$ cat src/rtl/add_seq_pkg.sv
// Shared types and defaults for the sequential slice adder.
package add_seq_pkg;

  localparam int SLICE_W_DEF    = 6;
  localparam int NUM_SLICES_DEF = 4;

  typedef enum logic [1:0] {
    S_IDLE = 2'd0,
    S_RUN  = 2'd1,
    S_DONE = 2'd2
  } state_e;

endpackage

$ cat src/rtl/add_slice.sv
// Combinational W-bit adder slice with flattened carry-lookahead.
module add_slice #(
  parameter int W = 6
) (
  input  logic [W-1:0] a_i,
  input  logic [W-1:0] b_i,
  input  logic         c_i,
  output logic [W-1:0] s_o,
  output logic         c_o
);

  logic [W-1:0] g, p;
  logic [W:0]   c;
  logic         acc, pp;

  assign g = a_i & b_i;
  assign p = a_i ^ b_i;

  // Each carry is the OR of every generate term propagated up to it plus
  // the slice carry-in propagated through all lower bits (no ripple chain).
  always_comb begin
    c    = '0;
    acc  = 1'b0;
    pp   = 1'b0;
    c[0] = c_i;
    for (int i = 0; i < W; i++) begin
      acc = g[i];
      pp  = p[i];
      for (int j = i - 1; j >= 0; j--) begin
        acc = acc | (pp & g[j]);
        pp  = pp & p[j];
      end
      c[i+1] = acc | (pp & c_i);
    end
  end

  assign s_o = p ^ c[W-1:0];
  assign c_o = c[W];

endmodule

$ cat src/rtl/add24_seq.sv
// Sequential adder: one SLICE_W-bit slice reused over NUM_SLICES cycles,
// LSB slice first, carry held in a register between cycles.
module add24_seq
  import add_seq_pkg::*;
#(
  parameter int SLICE_W    = SLICE_W_DEF,
  parameter int NUM_SLICES = NUM_SLICES_DEF
) (
  input  logic                          clk,
  input  logic                          rst,
  input  logic                          start,
  input  logic [SLICE_W*NUM_SLICES-1:0] in_A,
  input  logic [SLICE_W*NUM_SLICES-1:0] in_B,
  input  logic                          c_in,
  output logic                          busy,
  output logic                          done,
  output logic [SLICE_W*NUM_SLICES-1:0] out,
  output logic                          c_out
);

  localparam int W     = SLICE_W * NUM_SLICES;
  localparam int IDX_W = (NUM_SLICES > 1) ? $clog2(NUM_SLICES) : 1;
  localparam logic [IDX_W-1:0] IDX_LAST = IDX_W'(NUM_SLICES - 1);

  state_e             state_q, state_d;
  logic [IDX_W-1:0]   idx_q, idx_d;
  logic [W-1:0]       a_q, a_d, b_q, b_d, sum_q, sum_d, out_q, out_d;
  logic               cy_q, cy_d, cout_q, cout_d;
  logic [SLICE_W-1:0] sl_a, sl_b, sl_s;
  logic               sl_co;

  // Operand slice mux feeding the single shared adder.
  assign sl_a = a_q[idx_q*SLICE_W +: SLICE_W];
  assign sl_b = b_q[idx_q*SLICE_W +: SLICE_W];

  add_slice #(.W(SLICE_W)) u_slice (
    .a_i (sl_a),
    .b_i (sl_b),
    .c_i (cy_q),
    .s_o (sl_s),
    .c_o (sl_co)
  );

  // Next-state and datapath updates; DONE accepts a new start like IDLE.
  always_comb begin
    state_d = state_q;
    idx_d   = idx_q;
    a_d     = a_q;
    b_d     = b_q;
    sum_d   = sum_q;
    cy_d    = cy_q;
    out_d   = out_q;
    cout_d  = cout_q;
    case (state_q)
      S_IDLE, S_DONE: begin
        if (start) begin
          a_d     = in_A;
          b_d     = in_B;
          cy_d    = c_in;
          sum_d   = '0;
          idx_d   = '0;
          state_d = S_RUN;
        end else begin
          state_d = S_IDLE;
        end
      end
      S_RUN: begin
        sum_d[idx_q*SLICE_W +: SLICE_W] = sl_s;
        cy_d = sl_co;
        if (idx_q == IDX_LAST) begin
          // Result is published on the same edge that enters DONE.
          idx_d   = '0;
          out_d   = sum_d;
          cout_d  = sl_co;
          state_d = S_DONE;
        end else begin
          idx_d = idx_q + 1'b1;
        end
      end
      default: state_d = S_IDLE;
    endcase
  end

  // State registers; reset aborts any in-flight addition.
  always_ff @(posedge clk or negedge rst) begin
    if (!rst) begin
      state_q <= S_IDLE;
      idx_q   <= '0;
      a_q     <= '0;
      b_q     <= '0;
      sum_q   <= '0;
      cy_q    <= 1'b0;
      out_q   <= '0;
      cout_q  <= 1'b0;
    end else begin
      state_q <= state_d;
      idx_q   <= idx_d;
      a_q     <= a_d;
      b_q     <= b_d;
      sum_q   <= sum_d;
      cy_q    <= cy_d;
      out_q   <= out_d;
      cout_q  <= cout_d;
    end
  end

  assign busy  = (state_q == S_RUN);
  assign done  = (state_q == S_DONE);
  assign out   = out_q;
  assign c_out = cout_q;

endmodule

$ cat config.mk
export PLATFORM = sky130hd
export DESIGN_NAME = add24_seq
export DESIGN_NICKNAME = d
export VERILOG_FILES = /design/src/rtl/add_seq_pkg.sv /design/src/rtl/add_slice.sv /design/src/rtl/add24_seq.sv
export SDC_FILE = /design/constraint.sdc
export NUM_CORES = 1
export LEC_CHECK = 0
export BUFFER_PORTS_ARGS = -buffer_cell sky130_fd_sc_hd__buf_4
export CAP_MARGIN = 20
export CORE_ASPECT_RATIO = 1.75
export CORE_MARGIN = 8
export CORE_UTILIZATION = 51
export CTS_CLUSTER_DIAMETER = 200
export DETAILED_ROUTE_END_ITERATION = 12
export GPL_TIMING_DRIVEN = 0
export HOLD_SLACK_MARGIN = 0.1
export PLACE_DENSITY = 0.76
export SKIP_LAST_GASP = 1
export SYNTH_ARGS = -nofsm -noshare
export SYNTH_HDL_FRONTEND = slang
export SYNTH_SLANG_ARGS = --single-unit
$ cat constraint.sdc
create_clock -name clk -period 3.58 [get_ports clk]
set_input_delay 0.716 -clock clk [delete_from_list [all_inputs] [get_ports clk]]
set_output_delay 0.716 -clock clk [all_outputs]
set_load 0.02 [all_outputs]
==> metrics.yaml, run 1 <==
sta:
  final_hold_viol_count: 0
  slew_headroom_pct: 52.2
  rsz0062_at_grt: "no"
  period_needed_ns: 3.38
  finalSetupViolCount: 0
  skew_ns: 0.00964
  worst_pin_slew_ns: 0.717
  max_clock_freq_mhz: 296
  setup_tns_ns: 0
  post-route-period-util_pct: 94.4
  drv_slew: 0
logic_synthesis:
  yosys.area_share.simple_pct: 21.9
  synth_xor_area_share_pct: 0.528
  yosysSeqAreaShare_pct: 51.3
  yosys_most_used_dff: "dfrtp_1"
  synthCells: 538
  synth_top_family_by_area: "simple AND/OR/NAND/NOR gates"
  synth.avg_cell_area_sq_um: 9.25
  synth_edf_count: 0
  yosysWarnings: 0
  synthAdderAreaFrac_pct: 3.67
  netlist_area_sq_um: 4980
  muxShareOfSynthArea_pct: 5.63
  synthArstFlopShare_pct: 100
  syn-num-nets: 604
  ys_ff_latch: 102
  synth_compound_area_share_pct: 13.8
  synth_cell_type_count: 49
drt:
  drc_errors: 0
  dr_total_vias: 4252
  via_per_inst: 5.62
  wirelength_mm: 13.9
  ant_nets: 0
  drt_iter0_drc: 175
  drt_pass1_iterations: 4
  wl_per_cell_microns: 18.4
clock_network:
  cts_num_sinks: 102
  clkLatencyLatePin_ns: 0.36
  cts_buffer_depth: 2
  h-tree-depth: 3
  cts-root-buf: "clkbuf_16"
  cts_tree: "built"
  cts-hold-fix-buffers: 0
  clk_pin_slew_worst_paths_ns: 0.08
  cts_made_buffers: 9
floorplanning:
  start_util_pct: 52.6
  fp-row-count: 47
  core_area_sq_um: 9470
  die_w_microns: 90.7
  die_area_sq_um: 13300
  die_y_microns: 147
  ioPinCount: 79
finish:
  areaGrowthSynthToFinish_pct: 23.3
  fin_nets: 696
  drive_above_1_share_pct: 19.8
  fill_cells: 804
  postLayoutCellArea_sq_um: 6130
  diodes: 0
  multiInputGateArea_sq_um: 2310
  seq_area_sq_um: 2550
power:
  power.internal_uw: 3820
  sw_frac_of_total_pct: 47.8
  power_switching_uw: 3500
  max-vdd-ir-drop_mv: 0.712
  p_comb_share_pct: 59.3
  power_frac_clock_pct: 14.1
  seqPwrFrac_pct: 26.5
  p_leak_uw: 0.00300
  power_uw: 7320
  power-per-cell-area_nw_per_um2: 1190
global_route:
  grt_pass1_wl_mm: 22.6
  overflow: 0
  antenna_found_initial: 0
  grt_use_total_pct: 21.6
  grt_pass1_vias: 4444
  grt_start_max_net_pins: 57
setup_path:
  start_kind: "flop"
  worstSetupPathType: "flop to flop"
  crit_fanout: 10
  cpMaxStageDelayCell: "mux4_2"
  worstPathRequired_ns: 3.82
  slowest_delay_ns: 0.57
  critPathCapture: "out[17]$_DFFE_PN0P_"
  r2r_end: "out[17]$_DFFE_PN0P_"
  cp_cell_sequence: "buf_6 -> buf_6 -> mux4_2 -> ha_1 -> or2_2 -> a211oi_2 -> nor4_1 -> or3_1 -> a221o_1"
  crit_arrival_ns: 3.62
  reg2reg_from: "idx_q[0]$_DFFE_PN0P_"
  cp_common_cell: "buf_6"
  cp-end-kind: "flop"
  reg2reg_depth: 9
  ff2ff_setup_slack_ns: 0.20
  startpoint: "idx_q[0]$_DFFE_PN0P_"
place:
  hpwl_mm: 10.6
  io_buffer_count: 78
  globalplace.congestion: 0.935
  placed_area_sq_um: 5750
min_path:
  hp-class: "input pin to async pin"
outcome:
  status: "completed"
flow_run:
  drv_cap: 0
==> power by group through the flow <==
stage	clock network [uW]	registers, uW	logic (uW)
after detailed placement	0	1960	4060
after CTS	1040	1950	4160
after global placement	0	1930	3980
after global routing	1090	2000	4720
final	1030	1940	4340
after floorplan	0	2040	2610
==> area by class of cell <==
| type | count | share of cell area [%] |
|---|---|---|
| Tap cell | 122 | 2.49 |
| Timing Repair Buffer | 82 | 10.3 |
| Sequential cell | 102 | 41.6 |
| Multi-Input combinational cell | 395 | 37.7 |
| Inverter | 13 | 0.795 |
| Clock buffer | 9 | 3.67 |
| Clock inverter | 7 | 1.45 |
| Buffer | 27 | 1.98 |
==> per-stage QoR <==
stage,cells,worst slack (ns),hold slack [ns],utilization (%)
after floorplan,538,0.152,0.420,-
after global placement,738,-0.812,0.453,60.4
after detailed placement,740,-0.792,0.460,60.7
after CTS,756,0.0247,0.441,64.3
after global routing,757,0.0751,0.484,64.8
final,757,0.202,0.402,64.8
==> cell usage after synthesis (7+ instances only) <==
library cell  instances  area (sq um)
a21oi_1              29           145
a221oi_1              9          78.8
a22o_1                7          61.3
clkbuf_1             22          82.6
dfrtp_1             102          2550
ha_1                 13           163
inv_1                13          48.8
mux4_2               12           270
nand2_1             175           657
nor2_1               38           143
nor3_1                7          35.0
o21ai_0              25           125
o22ai_1               9          56.3
==> flip-flops by register name, summed over array words and instances (netlist names) <==
| signal | count |
|---|---|
| state_q | 2 |
| c_out | 1 |
| sum_q | 24 |
| a_q | 24 |
| cy_q | 1 |
| out | 24 |
| b_q | 24 |
| idx_q | 2 |
==> layer usage <==
| metal | share of wire, % | up-vias | global-route usage [%] |
|---|---|---|---|
| li1 | - | 2039 | - |
| met1 | 36 | 2041 | 21.9 |
| met2 | 56 | 144 | 40.7 |
| met3 | 4.4 | 28 | 4.06 |
| met4 | 3.3 | 0 | 10.1 |
| met5 | 0 | - | 0 |
==> worst max-delay path, delay by kind of cell (launching register included) <==
kind,cells,cell delay (ns)
flops,1,0.42
buf+inv,2,0.41
mux,1,0.57
compound gates,2,0.61
fa+ha+maj,1,0.40
simple gates,3,0.84
==> cell usage in the layout (no fill, tap or decap), drive strengths merged, types with 3 or more instances in the layout <==
master / netlist / final
nand2: 175 / 175
dfrtp: 102 / 102
buf: 6 / 88
nor2: 38 / 38
clkbuf: 22 / 30
a21oi: 29 / 29
o21ai: 26 / 26
inv: 13 / 17
ha: 13 / 13
mux4: 12 / 12
o22ai: 9 / 9
a221oi: 9 / 9
a22o: 7 / 7
nor3: 7 / 7
nand3: 6 / 6
nor4: 5 / 5
and2: 5 / 5
nor2b: 4 / 4
nand2b: 4 / 4
a22oi: 4 / 4
a211oi: 4 / 4
a211o: 3 / 3
a21o: 3 / 3
and3: 3 / 3
==> worst min-delay path by stage <==
stage               cells past startpoint                   to
finish                                  1  out[13]$_DFFE_PN0P_
global route                            1  out[14]$_DFFE_PN0P_
CTS                                     1  out[13]$_DFFE_PN0P_
detailed placement                      2   a_q[7]$_DFFE_PN0P_
global placement                        2  b_q[21]$_DFFE_PN0P_
floorplan                               0   a_q[0]$_DFFE_PN0P_
==> cells by family (layout without fill, tap and decap cells) <==
| logic type | Yosys count | in the layout |
|---|---|---|
| buf+inv | 41 | 138 |
| fa+ha+maj | 14 | 14 |
| mux | 13 | 13 |
| simple gates | 259 | 259 |
| compound gates | 106 | 106 |
| xor+xnor | 3 | 3 |
| flops | 102 | 102 |
==> timing repair <==
action / CTS / global route
buffers inserted: 1 / 1
cloned: 0 / 0
pin swaps: 2 / 1
gates resized for setup: 9 / 6
endpoints found under the setup margin: 44 / 28
Power figures use the tool's default switching activity.
==> run 2: changes to the inputs <==
REMOVE_ABC_BUFFERS = 1   (was default)
==> metrics.yaml, run 2 (synthesized netlist as in run 1, its figures left out) <==
outcome:
  status: "completed"
sta:
  worst_pin_slew_ns: 0.925
  rsz0062_at_grt: "no"
  drv_slew: 0
  final_hold_viol_count: 0
  max_clock_freq_mhz: 291
  finalSetupViolCount: 0
  period_needed_ns: 3.43
  post-route-period-util_pct: 95.9
  slew_headroom_pct: 38.4
  skew_ns: 0.0116
global_route:
  grt_pass1_wl_mm: 20.5
  antenna_found_initial: 0
  grt_pass1_vias: 4174
  grt_start_max_net_pins: 53
  grt_use_total_pct: 19.2
  overflow: 0
finish:
  fill_cells: 802
  fin_cells: 730
  postLayoutCoreUtil_pct: 63.4
  postLayoutCellArea_sq_um: 6000
  fin_nets: 669
  drive_above_1_share_pct: 19.1
  diodes: 0
  layout_commonest_cell: "nand2_1"
  areaGrowthSynthToFinish_pct: 20.6
  final_cell_mix: "nand2_1 (174), dfrtp_1 (101), buf_4 (78)"
place:
  numPlacedInstances: 713
  io_buffer_count: 78
  globalplace.congestion: 0.893
  placed_area_sq_um: 5690
  hpwl_mm: 9.06
clock_network:
  h-tree-depth: 3
  clkLatencyLatePin_ns: 0.36
  cts_buffer_depth: 2
  clk_pin_slew_worst_paths_ns: 0.07
  cts_made_buffers: 9
  post_cts_buffers: 0
  cts_tree: "built"
  cts_num_sinks: 102
  cts-root-buf: "clkbuf_16"
  cts-hold-fix-buffers: 0
power:
  p_comb_share_pct: 57.4
  max-vdd-ir-drop_mv: 0.529
  p_leak_uw: 0.00295
  sw_frac_of_total_pct: 46.5
  power-per-cell-area_nw_per_um2: 1160
  power_frac_clock_pct: 14.1
  power_switching_uw: 3230
  seqPwrFrac_pct: 28.6
  power.internal_uw: 3720
drt:
  dr_total_vias: 4099
  wl_per_cell_microns: 16.8
  drc_errors: 0
  drt_pass1_iterations: 4
  wirelength_mm: 12.3
  ant_nets: 0
  drt_iter0_drc: 238
  via_per_inst: 5.62
setup_path:
  crit_fanout: 17
  worstSetupPathType: "flop to flop"
  worstPathRequired_ns: 3.84
  cp-end-kind: "flop"
  crit_arrival_ns: 3.69
  start_kind: "flop"
floorplanning:
  die_area_sq_um: 13300
  fp-row-count: 47
  ioPinCount: 79
  core_area_sq_um: 9470
  start_util_pct: 52.6
  die_y_microns: 147
  die_w_microns: 90.7
min_path:
  hp-class: "input pin to async pin"
flow_run:
  drv_cap: 0
==> run 2: layer usage <==
metal	vias up	part of all wire [%]	GRT usage, %
li1	1985	-	-
met4	0	3.0	9.89
met3	24	4.2	3.75
met1	1986	39	20.7
met5	-	0	0
met2	104	54	34.3
==> run 2: worst paths after layout <==
kind / depth (start not counted) / slack, ns / startpoint / to
worst max-delay path: 7 / 0.15 / idx_q[1]$_DFFE_PN0P_ / sum_q[23]$_DFFE_PN0P_
worst min-delay path: 1 / 0.38 / rst / out[6]$_DFFE_PN0P_
worst max register to register: 7 / 0.15 / idx_q[1]$_DFFE_PN0P_ / sum_q[23]$_DFFE_PN0P_
worst min register to register: 2 / 0.47 / a_q[21]$_DFFE_PN0P_ / a_q[21]$_DFFE_PN0P_
max in group asynchronous: 2 / 2.51 / rst / idx_q[0]$_DFFE_PN0P_
min in group clk: 2 / 0.47 / a_q[21]$_DFFE_PN0P_ / a_q[21]$_DFFE_PN0P_
==> run 2: cell type report <==
cell class / count / area (sq um) / share of cell area (%)
clock buffers: 13 / 250 / 4.17
clock inverters: 3 / 43.8 / 0.730
inverters: 13 / 48.8 / 0.813
multi-input cells: 395 / 2280 / 38.1
flip-flops and latches: 102 / 2560 / 42.6
well taps: 122 / 153 / 2.54
repair buffers: 82 / 666 / 11.1
==> run 2: power by group through the flow <==
stage / combinational [uW] / clock [uW] / sequential, uW
floorplan: 2500 / 0 / 2090
detailed placement: 3920 / 0 / 2000
global placement: 3780 / 0 / 1990
finish: 3990 / 976 / 1980
global route: 4370 / 1040 / 2050
CTS: 3950 / 992 / 1980
==> run 2: through the flow <==
step	power (uW)	worst slack, ns	hold slack [ns]	TNS [ns]
final	6940	0.146	0.381	0
after CTS	6920	0.0294	0.415	0
after global routing	7450	0.00986	0.457	0
after floorplan	4590	0.198	0.420	0
after detailed placement	5910	-0.289	0.457	-2.12
after global placement	5770	-0.918	0.453	-34.30
==> run 2: repair_timing <==
action	4_1_cts	5_1_grt
pin swaps	0	1
endpoints found under the hold margin	0	0
resized for setup	2	3
endpoints found under the setup margin	18	22
==> run 2: critical path, stage by stage, from the launching register on <==
cell and delay (ns):
dfrtp_1 0.91, mux4_2 0.44, ha_1 0.33, a211o_1 0.39
and4_1 0.23, a211oi_2 0.59, a21oi_1 0.20, o21ai_0 0.24
